`src/rtl/ov7670_ds_pkg.sv`:
```
// Shared constants and types for the OV7670 luma box-average downscaler.
package ov7670_ds_pkg;

    localparam int IMG_W = 640;             // source pixels per line
    localparam int IMG_H = 480;             // source lines per frame
    localparam int BLK   = 20;              // square block edge, source pixels
    localparam int OUT_W = IMG_W / BLK;     // 32 reduced columns
    localparam int OUT_H = IMG_H / BLK;     // 24 reduced rows
    localparam int RECIP = 164;             // round(2^SHIFT / BLK^2)
    localparam int SHIFT = 16;

    // Block sum: at most 400 * 255 = 102000, fits in 17 bits.
    typedef logic [16:0] acc_t;

    typedef enum logic [1:0] {
        IDLE  = 2'd0,   // between frames, waiting for vsync low
        ACCUM = 2'd1,   // summing blocks of the current frame
        DONE  = 2'd2    // reduced frame complete, ignoring pixels
    } ds_state_e;

endpackage

```
`src/rtl/ds_avg_scale.sv`:
```
// Block sum to 8-bit average: multiply by reciprocal, shift, saturate.
// Optional OV7670_DS_INVERT_EN produces 255 - average (white-on-black).
module ds_avg_scale
    import ov7670_ds_pkg::*;
(
    input  acc_t       i_sum,
    output logic [7:0] o_pix
);

    logic [24:0] w_prod;
    logic [24:0] w_shift;
    logic [7:0]  w_sat;

    // 17x8 multiply needs 25 bits; a full 400*255 sum lands on 255.2, hence the clamp.
    assign w_prod  = 25'(i_sum) * 25'(RECIP);
    assign w_shift = w_prod >> SHIFT;
    assign w_sat   = (w_shift > 25'd255) ? 8'd255 : w_shift[7:0];

`ifdef OV7670_DS_INVERT_EN
    assign o_pix = 8'd255 - w_sat;
`else
    assign o_pix = w_sat;
`endif

endmodule

```
`src/rtl/ov7670_downscale.sv`:
```
// Snoops the capture-stage framebuffer write stream and writes BLKxBLK luma
// box averages into fb2 (address by*OUT_W + bx), pulsing o_frame_done with the
// last block write. Build option: OV7670_DS_INVERT_EN (inverted output).
//
// Interface: i_pix_we is a one-cycle write strobe with no back-pressure; each
// high cycle carries one luma sample. o_out_we is a one-cycle strobe that
// follows the block-completing i_pix_we by exactly one pclk; o_out_addr and
// o_out_data are valid while o_out_we is high and hold their last value otherwise.
module ov7670_downscale
    import ov7670_ds_pkg::*;
#(
    parameter int P_IMG_W = IMG_W,
    parameter int P_IMG_H = IMG_H
)(
    input  logic        i_pclk,
    input  logic        i_rst_n,
    input  logic        i_vsync,
    input  logic        i_pix_we,
    input  logic [18:0] i_pix_addr,
    input  logic [7:0]  i_pix_data,
    output logic [9:0]  o_out_addr,
    output logic [7:0]  o_out_data,
    output logic        o_out_we,
    output logic        o_frame_done,
    output ds_state_e   o_dbg_state
);

    localparam int L_OUT_W = P_IMG_W / BLK;
    localparam int L_OUT_H = P_IMG_H / BLK;
    // Sized for the full-width build so a 5-bit column index always fits.
    localparam int L_ACC_N = 32;

    ds_state_e  r_state;
    logic [4:0] r_sx, r_bx, r_sy, r_by;
    acc_t       r_acc [L_ACC_N];

    acc_t       w_sum;
    logic [7:0] w_avg;
    logic       w_cnt_nz;
    logic       w_resync;
    logic       w_blk_done;

    // Running sum of the current column's block including the incoming sample.
    assign w_sum      = r_acc[r_bx] + acc_t'(i_pix_data);
    assign w_cnt_nz   = |{r_sx, r_bx, r_sy, r_by};
    assign w_resync   = (i_pix_addr == 19'd0) && w_cnt_nz;
    assign w_blk_done = (r_sx == 5'(BLK - 1)) && (r_sy == 5'(BLK - 1));
    assign o_dbg_state = r_state;

    ds_avg_scale u_avg (
        .i_sum (w_sum),
        .o_pix (w_avg)
    );

    // Frame FSM, position counters, column accumulators and registered fb2 write.
    always_ff @(posedge i_pclk) begin
        if (!i_rst_n) begin
            r_state      <= IDLE;
            r_sx         <= '0;
            r_bx         <= '0;
            r_sy         <= '0;
            r_by         <= '0;
            for (int i = 0; i < L_ACC_N; i++) r_acc[i] <= '0;
            o_out_addr   <= '0;
            o_out_data   <= '0;
            o_out_we     <= 1'b0;
            o_frame_done <= 1'b0;
        end else begin
            o_out_we     <= 1'b0;
            o_frame_done <= 1'b0;
            if (i_vsync) begin
                // Between frames: drop any partial frame without writing it out.
                r_state <= IDLE;
                r_sx    <= '0;
                r_bx    <= '0;
                r_sy    <= '0;
                r_by    <= '0;
                for (int i = 0; i < L_ACC_N; i++) r_acc[i] <= '0;
            end else begin
                case (r_state)
                    IDLE: r_state <= ACCUM;
                    ACCUM: begin
                        if (i_pix_we) begin
                            if (w_resync) begin
                                // Capture restarted at address 0: this sample is pixel (0,0).
                                for (int i = 0; i < L_ACC_N; i++) r_acc[i] <= '0;
                                r_acc[0] <= acc_t'(i_pix_data);
                                r_sx     <= 5'd1;
                                r_bx     <= '0;
                                r_sy     <= '0;
                                r_by     <= '0;
                            end else begin
                                if (w_blk_done) begin
                                    r_acc[r_bx] <= '0;
                                    o_out_we    <= 1'b1;
                                    o_out_addr  <= 10'(r_by) * 10'(L_OUT_W) + 10'(r_bx);
                                    o_out_data  <= w_avg;
                                end else begin
                                    r_acc[r_bx] <= w_sum;
                                end
                                if (r_sx == 5'(BLK - 1)) begin
                                    r_sx <= '0;
                                    if (r_bx == 5'(L_OUT_W - 1)) begin
                                        r_bx <= '0;
                                        if (r_sy == 5'(BLK - 1)) begin
                                            r_sy <= '0;
                                            if (r_by == 5'(L_OUT_H - 1)) begin
                                                r_by         <= '0;
                                                r_state      <= DONE;
                                                o_frame_done <= 1'b1;
                                            end else begin
                                                r_by <= r_by + 5'd1;
                                            end
                                        end else begin
                                            r_sy <= r_sy + 5'd1;
                                        end
                                    end else begin
                                        r_bx <= r_bx + 5'd1;
                                    end
                                end else begin
                                    r_sx <= r_sx + 5'd1;
                                end
                            end
                        end
                    end
                    DONE:    r_state <= DONE;
                    default: r_state <= IDLE;
                endcase
            end
        end
    end

endmodule

```
`config.mk`:
```
export PLATFORM = sky130hd
export DESIGN_NAME = ov7670_downscale
export DESIGN_NICKNAME = d
export VERILOG_FILES = /design/src/rtl/ov7670_ds_pkg.sv /design/src/rtl/ds_avg_scale.sv /design/src/rtl/ov7670_downscale.sv
export SDC_FILE = /design/constraint.sdc
export NUM_CORES = 1
export LEC_CHECK = 0
export CAP_MARGIN = 20
export CORE_ASPECT_RATIO = 1.5
export CORE_MARGIN = 2
export CORE_UTILIZATION = 55
export DETAILED_ROUTE_END_ITERATION = 12
export PLACE_DENSITY = 0.72
export SYNTH_ARGS = -nofsm -noshare
export SYNTH_HDL_FRONTEND = slang
export SYNTH_SLANG_ARGS = --single-unit
```
`constraint.sdc`:
```
create_clock -name i_pclk -period 20.7 [get_ports i_pclk]
set_input_delay 4.14 -clock i_pclk [delete_from_list [all_inputs] [get_ports i_pclk]]
set_output_delay 4.14 -clock i_pclk [all_outputs]
set_load 0.03 [all_outputs]
```
==> impl_metrics.json <==
{
  "multi_input_area_um2": 9700,
  "hp-class": "reg2reg",
  "grt-ovfl-total": 0,
  "grt_pass1_vias": 18000,
  "finalSetupTns_ns": 0,
  "max_slew_margin": 0.229,
  "timing.critical_path.fanout_max": 36,
  "ant_nets": 0,
  "power.density_nw_per_um2": 83.5,
  "ys.flop_type": "edfxtp_1",
  "drt-total-wl_mm": 73.7,
  "synth.largest_area_cell": "edfxtp_1",
  "cp-start-kind": "input port",
  "finalHoldViolCount": 0,
  "firstDrtPassIters": 5,
  "nets": 2215,
  "syn_to_final_growth_pct": 10.5,
  "clk_path_buf_depth": 3,
  "syn_inst": 2081,
  "tightest_slew_ns": 1.15,
  "met1Wirelength_mm": 26.3,
  "ys_types": 58,
  "fp-row-count": 100,
  "worstPathRequired_ns": 21.23,
  "r2r_cells": 29,
  "track_usage": 0.287,
  "cts_buffers": 53,
  "synth_edf_count": 544,
  "ys_ff_latch": 591,
  "max_freq_ghz": 0.101,
  "ir_drop_uv": 64.7,
  "globalplace.congestion": 0.942,
  "post_cts_buffers": 0,
  "drv_cap": 0,
  "core_area_um2": 49500,
  "p_leak_uw": 0.0105,
  "reg2reg_slack_ns": 12.02,
  "cts_hold_buf": 0,
  "path_buf_inv": 5,
  "avgSynthCellArea_um2": 13.3,
  "antenna_found_initial": 0,
  "dp_hpwl_mm": 48.9,
  "synth-warning-count": 0,
  "netlist_area_um2": 27600,
  "rsz0062_at_grt": "false",
  "ios": 53,
  "netSwitchingFraction": 0.229,
  "drv_slew": 0,
  "avgRoutedWirePerCell_um": 26.3,
  "fp.dieW_um": 187,
  "met2_length_mm": 37.4,
  "p_sw_uw": 584,
  "vias_per_cell": 6.33,
  "htree_levels": 2,
  "final.period_utilization": 0.479,
  "vias": 17700,
  "top_layer": "met4",
  "worst-endpoint-arrival_ns": 10.43,
  "crit_family": "compound AO/OA/AOI/OAI gates",
  "cts_resized": 0,
  "diodes": 0,
  "layout-drive-gt1-share": 0.124,
  "yosysSeqAreaShare": 0.626,
  "die_area_um2": 52000,
  "finClkSkew_ns": 0.0215,
  "cpMaxStageDelayCell": "o21ai_0",
  "pwr-share-comb": 0.080,
  "power.share.clock": 0.383,
  "drt_iter0_markers": 2204,
  "holdPathStages": 2,
  "p_int_uw": 1960,
  "synth_fp_nets": 2198,
  "worstSetupEndpointType": "flip-flop",
  "reg2reg_to": "o_out_data[7]",
  "insertion_delay_ns": 0.61,
  "cts_tree": "done",
  "die_h_um": 278,
  "root_buffer": "clkbuf_16",
  "synth_top_cells_by_area": "edfxtp_1 (59%), mux4_2 (11%), nor2_1 (8.0%)",
  "start_util": 0.557,
  "whs_ns": 0.505,
  "path_class": "in2reg",
  "drcViolationCount": 0,
  "seqPwrFrac": 0.537,
  "period_needed_ns": 9.91,
  "port_buffers": 52,
  "max_stage_delay_ns": 0.77,
  "seq_area_um2": 17300,
  "setup_viol": 0,
  "run_status": "finished clean",
  "grt_max_degree": 91,
  "hold-path-endpoint": "r_sx[1]",
  "min_from": "r_sx[1]",
  "route.met3.wl_mm": 6.55,
  "synth_top_area_share": 0.592,
  "fillers": 3805,
  "async_flop_share": 0,
  "cts.sinks": 591,
  "grt_pass1_wl_mm": 111,
  "clk_pin_slew_worst_paths_ns": 0.06
}
==> state kept, by name (all words and copies together) (netlist names), 2 cells and up, named ones only <==
signal       cells
o_dbg_state      2
r_acc          544
r_by             5
o_out_addr      10
o_out_data       8
r_sx             5
r_bx             5
r_sy             5
==> cell usage in the layout, fill, tap and decap left out, types with 10 or more instances in the layout <==
cell and instances:
nand4_1 20, mux4_2 130, ha_1 78, clkinv_1 10
nand2_1 131, mux2i_1 73, a22oi_1 29, dfxtp_1 44
and2_1 10, a21oi_1 37, clkbuf_16 53, nand3_1 47
edfxtp_1 544, inv_1 47, clkbuf_1 14, xnor2_1 18
o21ai_0 29, buf_4 32, nor2_1 585, xor2_1 10
nor2b_1 17, clkdlybuf4s50_1 52
==> area by class of cell <==
class	count	share of cell area
flip-flops and latches	591	0.567
well taps	663	0.0272
multi-input cells	1316	0.318
clock inverters	29	0.00980
repair buffers	87	0.0272
inverters	49	0.00603
clock buffers	67	0.0452
==> synth_stat cells, types with 3 or more instances <==
master    instances
nor2_1          585
edfxtp_1        544
nand2_1         131
mux4_2          130
ha_1             78
mux2i_1          73
clkbuf_1         65
dfxtp_1          47
inv_1            47
nand3_1          47
buf_2            43
a21oi_1          38
a22oi_1          29
o21ai_0          29
nand4_1          20
xnor2_1          20
nor2b_1          17
xor2_1           15
and2_1           10
a21o_1            8
fa_1              8
nor4_1            8
buf_1             7
buf_4             7
nor3b_1           6
nor3_1            5
o21bai_1          5
a211oi_1          4
nand2b_1          4
nor4b_1           4
or2_2             4
buf_6             3
o211ai_1          3
o21a_1            3
or3_1             3
or4_1             3
==> metrics by stage <==
stage	power, uW	util	std cells	area (um^2)	setup slack [ns]
2_1_floorplan	1510	-	2081	27600	11.48
3_5_place_dp	1590	0.582	2706	28800	10.25
5_1_grt	2620	0.616	2802	30500	10.34
4_1_cts	2550	0.616	2802	30500	10.85
6_report	2550	0.616	2802	30500	10.79
3_3_place_gp	1580	0.581	2705	28800	10.41
==> power by group through the flow <==
stage / Combinational [uW] / Clock (uW) / Sequential [uW]
2_1_floorplan: 125 / 0 / 1390
3_3_place_gp: 192 / 0 / 1390
3_5_place_dp: 199 / 0 / 1390
4_1_cts: 200 / 979 / 1370
5_1_grt: 219 / 1020 / 1370
6_report: 203 / 976 / 1370
==> routing by layer <==
metal,track usage,up-vias
met5,0,-
met4,0.124,0
met3,0.0438,202
met2,0.494,1074
met1,0.364,8860
li1,-,7602
==> worst max-delay path by stage <==
stage | start | to | slack, ns | cells after the start
3_5_place_dp | i_pix_data[1] | o_out_data[3] | 10.25 | 25
3_3_place_gp | i_pix_data[1] | o_out_data[2] | 10.41 | 25
5_1_grt | i_pix_data[1] | o_out_data[6] | 10.34 | 25
4_1_cts | i_pix_data[1] | o_out_data[7] | 10.85 | 25
2_1_floorplan | i_pix_data[1] | o_out_data[0] | 11.48 | 25
6_report | i_pix_data[1] | o_out_data[7] | 10.79 | 25
==> tightest hold or removal path: cells and delay by family, from the launching register on <==
family | cells | cell delay, ns
flops | 1 | 0.34
simple gates | 1 | 0.07
compound gates | 1 | 0.05
==> kinds of logic (layout without fill, tap and decap cells) <==
logic type,after synthesis,in the layout,synth area share
AOI/OAI and AO/OA,128,128,0.0293
xor gates and xnor gates,36,36,0.0117
adders and majority gates,86,86,0.0412
buffers and inverters,174,232,0.0274
DFF,591,591,0.626
muxes,204,204,0.133
and+or+nand+nor,862,862,0.131
(Power assumes the default switching activity.)
